File: src/rtl/arm_multicycle_ctrl.sv
// arm_multicycle_ctrl: multicycle Moore control FSM for the ARM-subset datapath
// Ports:
//   clk, reset (async, active-low)  clock and reset
//   Cond/Op/Funct/Rd                instruction fields from the instruction register
//   ALUFlags                        {N,Z,C,V} from the ALU, captured when leaving EXER/EXEI
//   MemReady                        unified-memory access completes this cycle
//   PCWrite..LinkWrite              datapath mux selects and write strobes
//   Flags                           architectural NZCV register
//   State                           FSM state code (debug)
module arm_multicycle_ctrl #(
  parameter bit FULL_COND = 1'b1,
  parameter bit BL_EN     = 1'b1
) (
  input  logic       clk,
  input  logic       reset,
  input  logic [3:0] Cond,
  input  logic [1:0] Op,
  input  logic [5:0] Funct,
  input  logic [3:0] Rd,
  input  logic [3:0] ALUFlags,
  input  logic       MemReady,
  output logic       PCWrite,
  output logic       AdrSrc,
  output logic       MemWrite,
  output logic       IRWrite,
  output logic [1:0] ResultSrc,
  output logic       ALUSrcA,
  output logic [1:0] ALUSrcB,
  output logic [1:0] ALUControl,
  output logic [1:0] ImmSrc,
  output logic [1:0] RegSrc,
  output logic       RegWrite,
  output logic       LinkWrite,
  output logic [3:0] Flags,
  output logic [3:0] State
);
  typedef enum logic [3:0] {
    FETCH  = 4'd0,
    DECODE = 4'd1,
    MEMADR = 4'd2,
    MEMRD  = 4'd3,
    MEMWB  = 4'd4,
    MEMWR  = 4'd5,
    EXER   = 4'd6,
    EXEI   = 4'd7,
    ALUWB  = 4'd8,
    BRANCH = 4'd9
  } state_t;
  state_t state_q, state_d;
  logic [3:0] flags_q, flags_d;
  logic n, z, c, v, cond_all, cond_ex;
  logic dp_ok, dp_arith, no_write;
  logic [1:0] dp_ctl;
  assign {n, z, c, v} = flags_q;
  assign Flags = flags_q;
  assign State = state_q;
  always_comb begin
    case (Cond)
      4'h0: cond_all = z;
      4'h1: cond_all = ~z;
      4'h2: cond_all = c;
      4'h3: cond_all = ~c;
      4'h4: cond_all = n;
      4'h5: cond_all = ~n;
      4'h6: cond_all = v;
      4'h7: cond_all = ~v;
      4'h8: cond_all = c & ~z;
      4'h9: cond_all = ~c | z;
      4'hA: cond_all = n == v;
      4'hB: cond_all = n != v;
      4'hC: cond_all = ~z & (n == v);
      4'hD: cond_all = z | (n != v);
      4'hE: cond_all = 1'b1;
      default: cond_all = 1'b0;
    endcase
    cond_ex = FULL_COND ? cond_all :
              (Cond == 4'h0) ? z : (Cond == 4'h1) ? ~z : (Cond == 4'hE);
  end
  // dp_arith marks the ops whose C/V are meaningful; logic ops leave C/V untouched
  always_comb begin
    dp_ok    = 1'b1;
    dp_arith = 1'b0;
    no_write = 1'b0;
    dp_ctl   = 2'b00;
    case (Funct[4:1])
      4'b0100: dp_arith = 1'b1;
      4'b0010: begin dp_ctl = 2'b01; dp_arith = 1'b1; end
      4'b0000: dp_ctl = 2'b10;
      4'b1100: dp_ctl = 2'b11;
      4'b1010: begin dp_ctl = 2'b01; dp_arith = 1'b1; no_write = 1'b1; end
      default: dp_ok = 1'b0;
    endcase
  end
  always_comb begin
    state_d    = FETCH;
    flags_d    = flags_q;
    PCWrite    = 1'b0;
    AdrSrc     = 1'b0;
    MemWrite   = 1'b0;
    IRWrite    = 1'b0;
    ResultSrc  = 2'b00;
    ALUSrcA    = 1'b0;
    ALUSrcB    = 2'b00;
    ALUControl = 2'b00;
    ImmSrc     = Op;
    RegSrc     = {Op == 2'b01 & ~Funct[0], Op == 2'b10};
    RegWrite   = 1'b0;
    LinkWrite  = 1'b0;
    case (state_q)
      FETCH: begin
        ALUSrcA   = 1'b1;
        ALUSrcB   = 2'b10;
        ResultSrc = 2'b10;
        IRWrite   = MemReady;
        PCWrite   = MemReady;
        state_d   = MemReady ? DECODE : FETCH;
      end
      DECODE: begin
        ALUSrcA   = 1'b1;
        ALUSrcB   = 2'b10;
        ResultSrc = 2'b10;
        state_d   = (Op == 2'b01) ? MEMADR :
                    (Op == 2'b10) ? BRANCH :
                    (Op == 2'b00 && dp_ok) ? (Funct[5] ? EXEI : EXER) : FETCH;
      end
      MEMADR: begin
        ALUSrcB    = 2'b01;
        ALUControl = Funct[3] ? 2'b00 : 2'b01;
        state_d    = Funct[0] ? MEMRD : MEMWR;
      end
      MEMRD: begin
        AdrSrc  = 1'b1;
        state_d = MemReady ? MEMWB : MEMRD;
      end
      MEMWB: begin
        ResultSrc = 2'b01;
        RegWrite  = cond_ex;
        PCWrite   = cond_ex & (Rd == 4'd15);
      end
      MEMWR: begin
        AdrSrc   = 1'b1;
        MemWrite = cond_ex;
        state_d  = (cond_ex & ~MemReady) ? MEMWR : FETCH;
      end
      EXER, EXEI: begin
        ALUSrcB    = (state_q == EXEI) ? 2'b01 : 2'b00;
        ALUControl = dp_ctl;
        state_d    = ALUWB;
        if (Funct[0] & cond_ex)
          flags_d = {ALUFlags[3:2], dp_arith ? ALUFlags[1:0] : flags_q[1:0]};
      end
      ALUWB: begin
        RegWrite = cond_ex & ~no_write;
        PCWrite  = cond_ex & ~no_write & (Rd == 4'd15);
      end
      BRANCH: begin
        ALUSrcB   = 2'b01;
        ResultSrc = 2'b10;
        PCWrite   = cond_ex;
        LinkWrite = cond_ex & Funct[4] & BL_EN;
      end
      default: state_d = FETCH;
    endcase
  end
  always_ff @(posedge clk or negedge reset) begin
    if (!reset) begin
      state_q <= FETCH;
      flags_q <= 4'b0000;
    end else begin
      state_q <= state_d;
      flags_q <= flags_d;
    end
  end
endmodule

File: config.mk
export PLATFORM = sky130hd
export DESIGN_NAME = arm_multicycle_ctrl
export DESIGN_NICKNAME = d
export VERILOG_FILES = /design/src/rtl/arm_multicycle_ctrl.sv
export SDC_FILE = /design/constraint.sdc
export NUM_CORES = 1
export LEC_CHECK = 0
export BUFFER_PORTS_ARGS = -buffer_cell sky130_fd_sc_hd__buf_2
export CAP_MARGIN = 20
export CORE_MARGIN = 2
export CORE_UTILIZATION = 47
export CTS_CLUSTER_DIAMETER = 200
export DETAILED_ROUTE_END_ITERATION = 6
export HOLD_SLACK_MARGIN = 0.02
export PLACE_DENSITY = 0.94
export SYNTH_ARGS = -nofsm -noshare
export SYNTH_HDL_FRONTEND = slang
export SYNTH_SLANG_ARGS = --single-unit
File: constraint.sdc
create_clock -name clk -period 4.5 [get_ports clk]
set_input_delay 0.225 -clock clk [delete_from_list [all_inputs] [get_ports clk]]
set_output_delay 0.225 -clock clk [all_outputs]
set_load 0.01 [all_outputs]
# Yosys cells after proc, flatten, opt, wreduce, memory -nomap -nowiden
# Cells that the tools add are included.
[totals] output_inout_bits=25 input_bits=23 reg_bits=8 wordCells=94
[classes] n_bitwise=18 n_eq_ne=32 muxes=26 reduce_logical=15
[op_table] operator="$eq A4 B4 Y1 const B" count=12
[op_table] operator="$eq A4 B3 Y1 const B" count=9
[op_table] operator="$pmux W4 S6" count=1
[op_table] operator="$eq A4 B2 Y1 const B" count=5
[op_table] operator="$pmux W1 S15" count=1
[op_table] operator="$logic_not A4 Y1" count=3
[op_table] operator="$mux W1" count=12
[op_table] operator="$mux W3" count=4
[op_table] operator="$pmux W2 S3" count=2
[op_table] operator="$reduce_or A2 Y1" count=5
[op_table] operator="$and A1 B1 Y1" count=9
[op_table] operator="$eq A4 B1 Y1 const B" count=2
[op_table] operator="$mux W4" count=2
[op_table] operator="$pmux W2 S2" count=2
[op_table] operator="$not A1 Y1" count=7
[op_table] operator="$reduce_or A3 Y1" count=2
[op_table] operator="$reduce_or A5 Y1" count=1
[op_table] operator="$pmux W1 S4" count=1
[op_table] operator="$reduce_and A3 Y1" count=1
[op_table] operator="$eq A2 B1 Y1 const B" count=1
[op_table] operator="$eq A2 B2 Y1 const B" count=1
[op_table] operator="$logic_not A2 Y1" count=1
[op_table] operator="$or A1 B1 Y1" count=2
[op_table] operator="$pmux W1 S2" count=1
[op_table] operator="other kinds (4)" count=4

# Logic depth before layout (Yosys ltp)
[logic_depth] ltp_word=8 ltp_mapped=6 mapped_depth_nobuf=6

# Worst setup path before layout
# No wires, ideal clock.
[synth_timing] path_type="register to register" from="reg flags_q[2] (netlist: Flags[2])" to="reg flags_q[0] (netlist: Flags[0])" path_stages_with_launch=7 path_slack_ns=2.458 t_required_ns=4.375 path_buffers=0 arrival_ns=1.917 period_less_slack_ns=2.042 path_cell_list="dfrtp_1 or3b_1 o21ai_1 a22oi_1 a21boi_4 or4b_4 mux2_4"
[synth_via] elab_chain_cells=5
[synth_lines] item="start, declared" line_no="50" rtl="logic [3:0] flags_q, flags_d;"
[synth_lines] item="start signal, assigned" line_no="171" rtl="flags_q <= flags_d;"
[synth_lines] item="$not A1 Y1"
[synth_lines] item="$and A1 B1 Y1, on equally long branches" line_no="71, 67"
[synth_lines] item="$pmux W1 S15 *" line_no="58" rtl="case (Cond)"
[synth_lines] item="$and A1 B1 Y1 *" line_no="149" rtl="if (Funct[0] & cond_ex)"
[synth_lines] item="$reduce_and A3 Y1 (no line) *"
# Every way passes the cells marked *; elsewhere a longest branch is shown, timed or not.
# A chain may end at the register's enable or synchronous reset.

# Final worst setup path
[layout_timing] from="reg flags_q[2] (netlist: Flags[2])" to="out MemWrite"
[layout_via] elab_chain_cells=4
[layout_lines] item="$not A1 Y1"
[layout_lines] item="$and A1 B1 Y1, on equally long branches" line_no="71, 67"
[layout_lines] item="$pmux W1 S15 *" line_no="58"
[layout_lines] item="$mux W1 *" line_no="109" rtl="case (state_q)"
[layout_lines] item="end, declared" line_no="24" rtl="output logic MemWrite,"
# Marked as above.

==> impl_metrics.py <==
metrics = {
    "timing": {
        "maxSlewHeadroom_pct": 64.7,
        "rsz0062_at_grt": "no",
        "hold_viol": 0,
        "fin_crit_ns": 2.30,
        "drv_slew": 0,
        "skew_ns": 0.00976,
        "tightestPinTransition_ns": 0.529,
        "fin_crit_sh_pct": 51.2,
        "finalSetupViolCount": 0,
        "fmax_mhz": 434,
        "setup-tns-final_ns": 0,
    },
    "layout": {
        "area_delta_synth_final_pct": 29.3,
        "n_fill_cell": 162,
        "nets": 181,
        "num_antenna_cells": 0,
        "fin_cells": 181,
        "drive_gt1_share_pct": 38.5,
    },
    "worst_hold_path": {
        "worstHoldPathCells": 2,
        "hold_start": "ALUFlags[2]",
        "hold_class": "in2reg",
        "min_to": "Flags[2]",
    },
    "cts": {
        "clock-sinks": 8,
        "path_clk_slew_ns": 0.06,
        "tritoncts": "yes",
        "root_buffer": "clkbuf_4",
        "clock_path_buffers": 2,
        "cts-buffers-inserted": 3,
        "clk_latency_ns": 0.26,
        "h-tree-depth": 1,
        "postCtsSetupRepairBufs": 0,
    },
    "drt": {
        "drt_iter0_drc": 36,
        "firstDrtPassIters": 4,
        "ant_nets": 0,
        "wl_per_cell_um": 15.4,
        "routed_via_density": 6.01,
        "vias": 1087,
        "routed_wl_mm": 2.78,
        "drc": 0,
    },
    "die": {
        "start_util_pct": 50.9,
        "rows": 15,
        "die_h_um": 47.5,
        "io_pins": 48,
        "dieArea_um2": 2250,
        "dieWidth_um": 47.5,
        "core_um2": 1750,
    },
    "synth": {
        "netlist.area_leader.share_pct": 22.5,
        "ys_types": 46,
        "ys_seq_elements": 8,
        "synthTopCellsByArea": "dfrtp_1 23%, inv_1 4.2%, nor3_1 3.9%",
        "postSynthAreaPerCell_um2": 7.93,
        "yosys_warnings": 0,
        "ys.flop_type": "dfrtp_1",
        "yosysTopAreaCell": "dfrtp_1",
        "synth_edf_count": 0,
        "synth.cell_area_um2": 888,
        "synth-seq-area-share_pct": 22.5,
        "syn_nets": 135,
        "postSynth.asyncResetShare_pct": 100,
        "syn_inst": 112,
    },
    "setup_path": {
        "r2r_slack_ns": 2.33,
        "reg2reg_from": "Flags[0]",
        "worst-r2r-cell-count": 6,
        "reg2reg_to": "Flags[1]",
        "worstPathRequired_ns": 4.28,
        "end_kind": "output pin",
        "crit_type": "reg2out",
        "crit_start": "Flags[2]",
        "crit_path_start_kind": "register",
        "worstPathArrival_ns": 2.08,
        "crit_fanout": 6,
    },
    "pwr": {
        "vdd_drop_max_mv": 0.400,
        "p_leak_uw": 0.000578,
        "power_density_nw_per_um2": 461,
    },
    "placement": {
        "portBuffers": 47,
        "dp_hpwl_mm": 2.17,
        "gp_congestion": 0.989,
        "placedCellCount": 177,
    },
    "grt": {
        "grt_pass1_wl_mm": 3.98,
        "antenna_found_initial": 0,
        "grt-ovfl-total": 0,
        "grt_pass1_vias": 933,
        "grt_max_degree": 17,
        "grt_usage_pct": 24.9,
    },
    "flow_run": {
        "maxCapViolations": 0,
    },
    "run_status": {
        "status": "finished, final reports clean",
    },
}
kinds of logic after synthesis:
| kind of cell | count (synthesis) | synth area share [%] |
|---|---|---|
| AO/OA/AOI/OAI | 30 | 25.4 |
| buffers and inverters | 17 | 8.59 |
| AND/OR/NAND/NOR | 46 | 30.1 |
| multiplexers | 7 | 9.44 |
| flip-flops | 8 | 22.5 |
| XOR/XNOR | 4 | 3.94 |
flip-flops by register name, summed over array words and instances, names as in the netlist:
name,count
State,4
Flags,4
cells in the final DEF (no fill, tap or decap), types with 2 or more instances in the layout:
master    synthesis  routed
clkbuf_4          0       3
nor4_1            3       3
mux2i_1           2       2
o21ba_2           2       2
buf_2             1      47
a32oi_1           2       2
mux2_4            2       2
nand2_1           6       6
o311ai_0          2       2
nor3b_1           2       2
inv_1            10      10
xnor2_1           2       2
nor2_1            9       9
nand2b_1          4       4
o31ai_1           2       2
nor2b_1           3       3
dfrtp_1           8       8
mux2_2            2       2
xor2_1            2       2
nor3_1            7       7
nand4b_1          2       2
o21ai_0           4       4
nand3_1           2       2
o22ai_1           2       2
a21oi_1           5       5
power breakdown:
group / internal [uW] / switching (uW)
sequential: 95.8 / 59.5
combinational: 138 / 179
clock: 30.7 / 26.3
final cells by class:
class	instances	area (um2)	share of cell area (%)
flip-flops and latches	8	200	17.4
repair buffers	48	245	21.4
well taps	25	31.3	2.72
clock buffers	3	22.5	1.96
inverters	10	37.5	3.27
multi-input cells	87	612	53.3
cell usage after synthesis, types with 3 or more instances:
| library cell | count |
|---|---|
| inv_1 | 10 |
| nor2_1 | 9 |
| dfrtp_1 | 8 |
| nor3_1 | 7 |
| nand2_1 | 6 |
| a21oi_1 | 5 |
| nand2b_1 | 4 |
| o21ai_0 | 4 |
| buf_4 | 3 |
| clkbuf_1 | 3 |
| nor2b_1 | 3 |
| nor4_1 | 3 |
metal layers:
layer	up-vias	share of wire (%)	global-route usage [%]
li1	503	-	-
met1	509	37	26.9
met2	59	50	44.1
met3	16	6.8	5.28
met4	0	5.3	15.0
met5	-	0	0
worst max-delay path, stage by stage, from the launching register on:
cell and delay, ns:
dfrtp_1 0.43, or3b_1 0.42, o2111ai_1 0.15, nand4_2 0.17, a21boi_4 0.23, or2_1 0.21, nor2_1 0.07, buf_2 0.14
metrics by stage:
step	area [um2]	setup WS (ns)	hold slack, ns	utilization [%]	power, uW
floorplan	888	2.46	-0.0706	-	355
global placement	1120	2.46	0.0755	63.9	451
detailed placement	1120	2.36	0.0780	63.9	467
CTS	1150	2.22	0.191	65.8	525
global route	1150	2.10	0.195	65.8	567
finish	1150	2.20	0.184	65.8	530
how the worst max path moves through the flow:
stage,end,cells past startpoint
final,MemWrite,7
after global routing,MemWrite,7
after CTS,MemWrite,7
after detailed placement,Flags[1],6
after global placement,Flags[1],6
after floorplan,Flags[0],6
repair_timing:
item / CTS / global route
resized for setup: 0 / 0
endpoints found under the hold margin: 8 / 0
hold buffers: 1 / 0
Note: power is estimated with default switching activity, not from simulation.
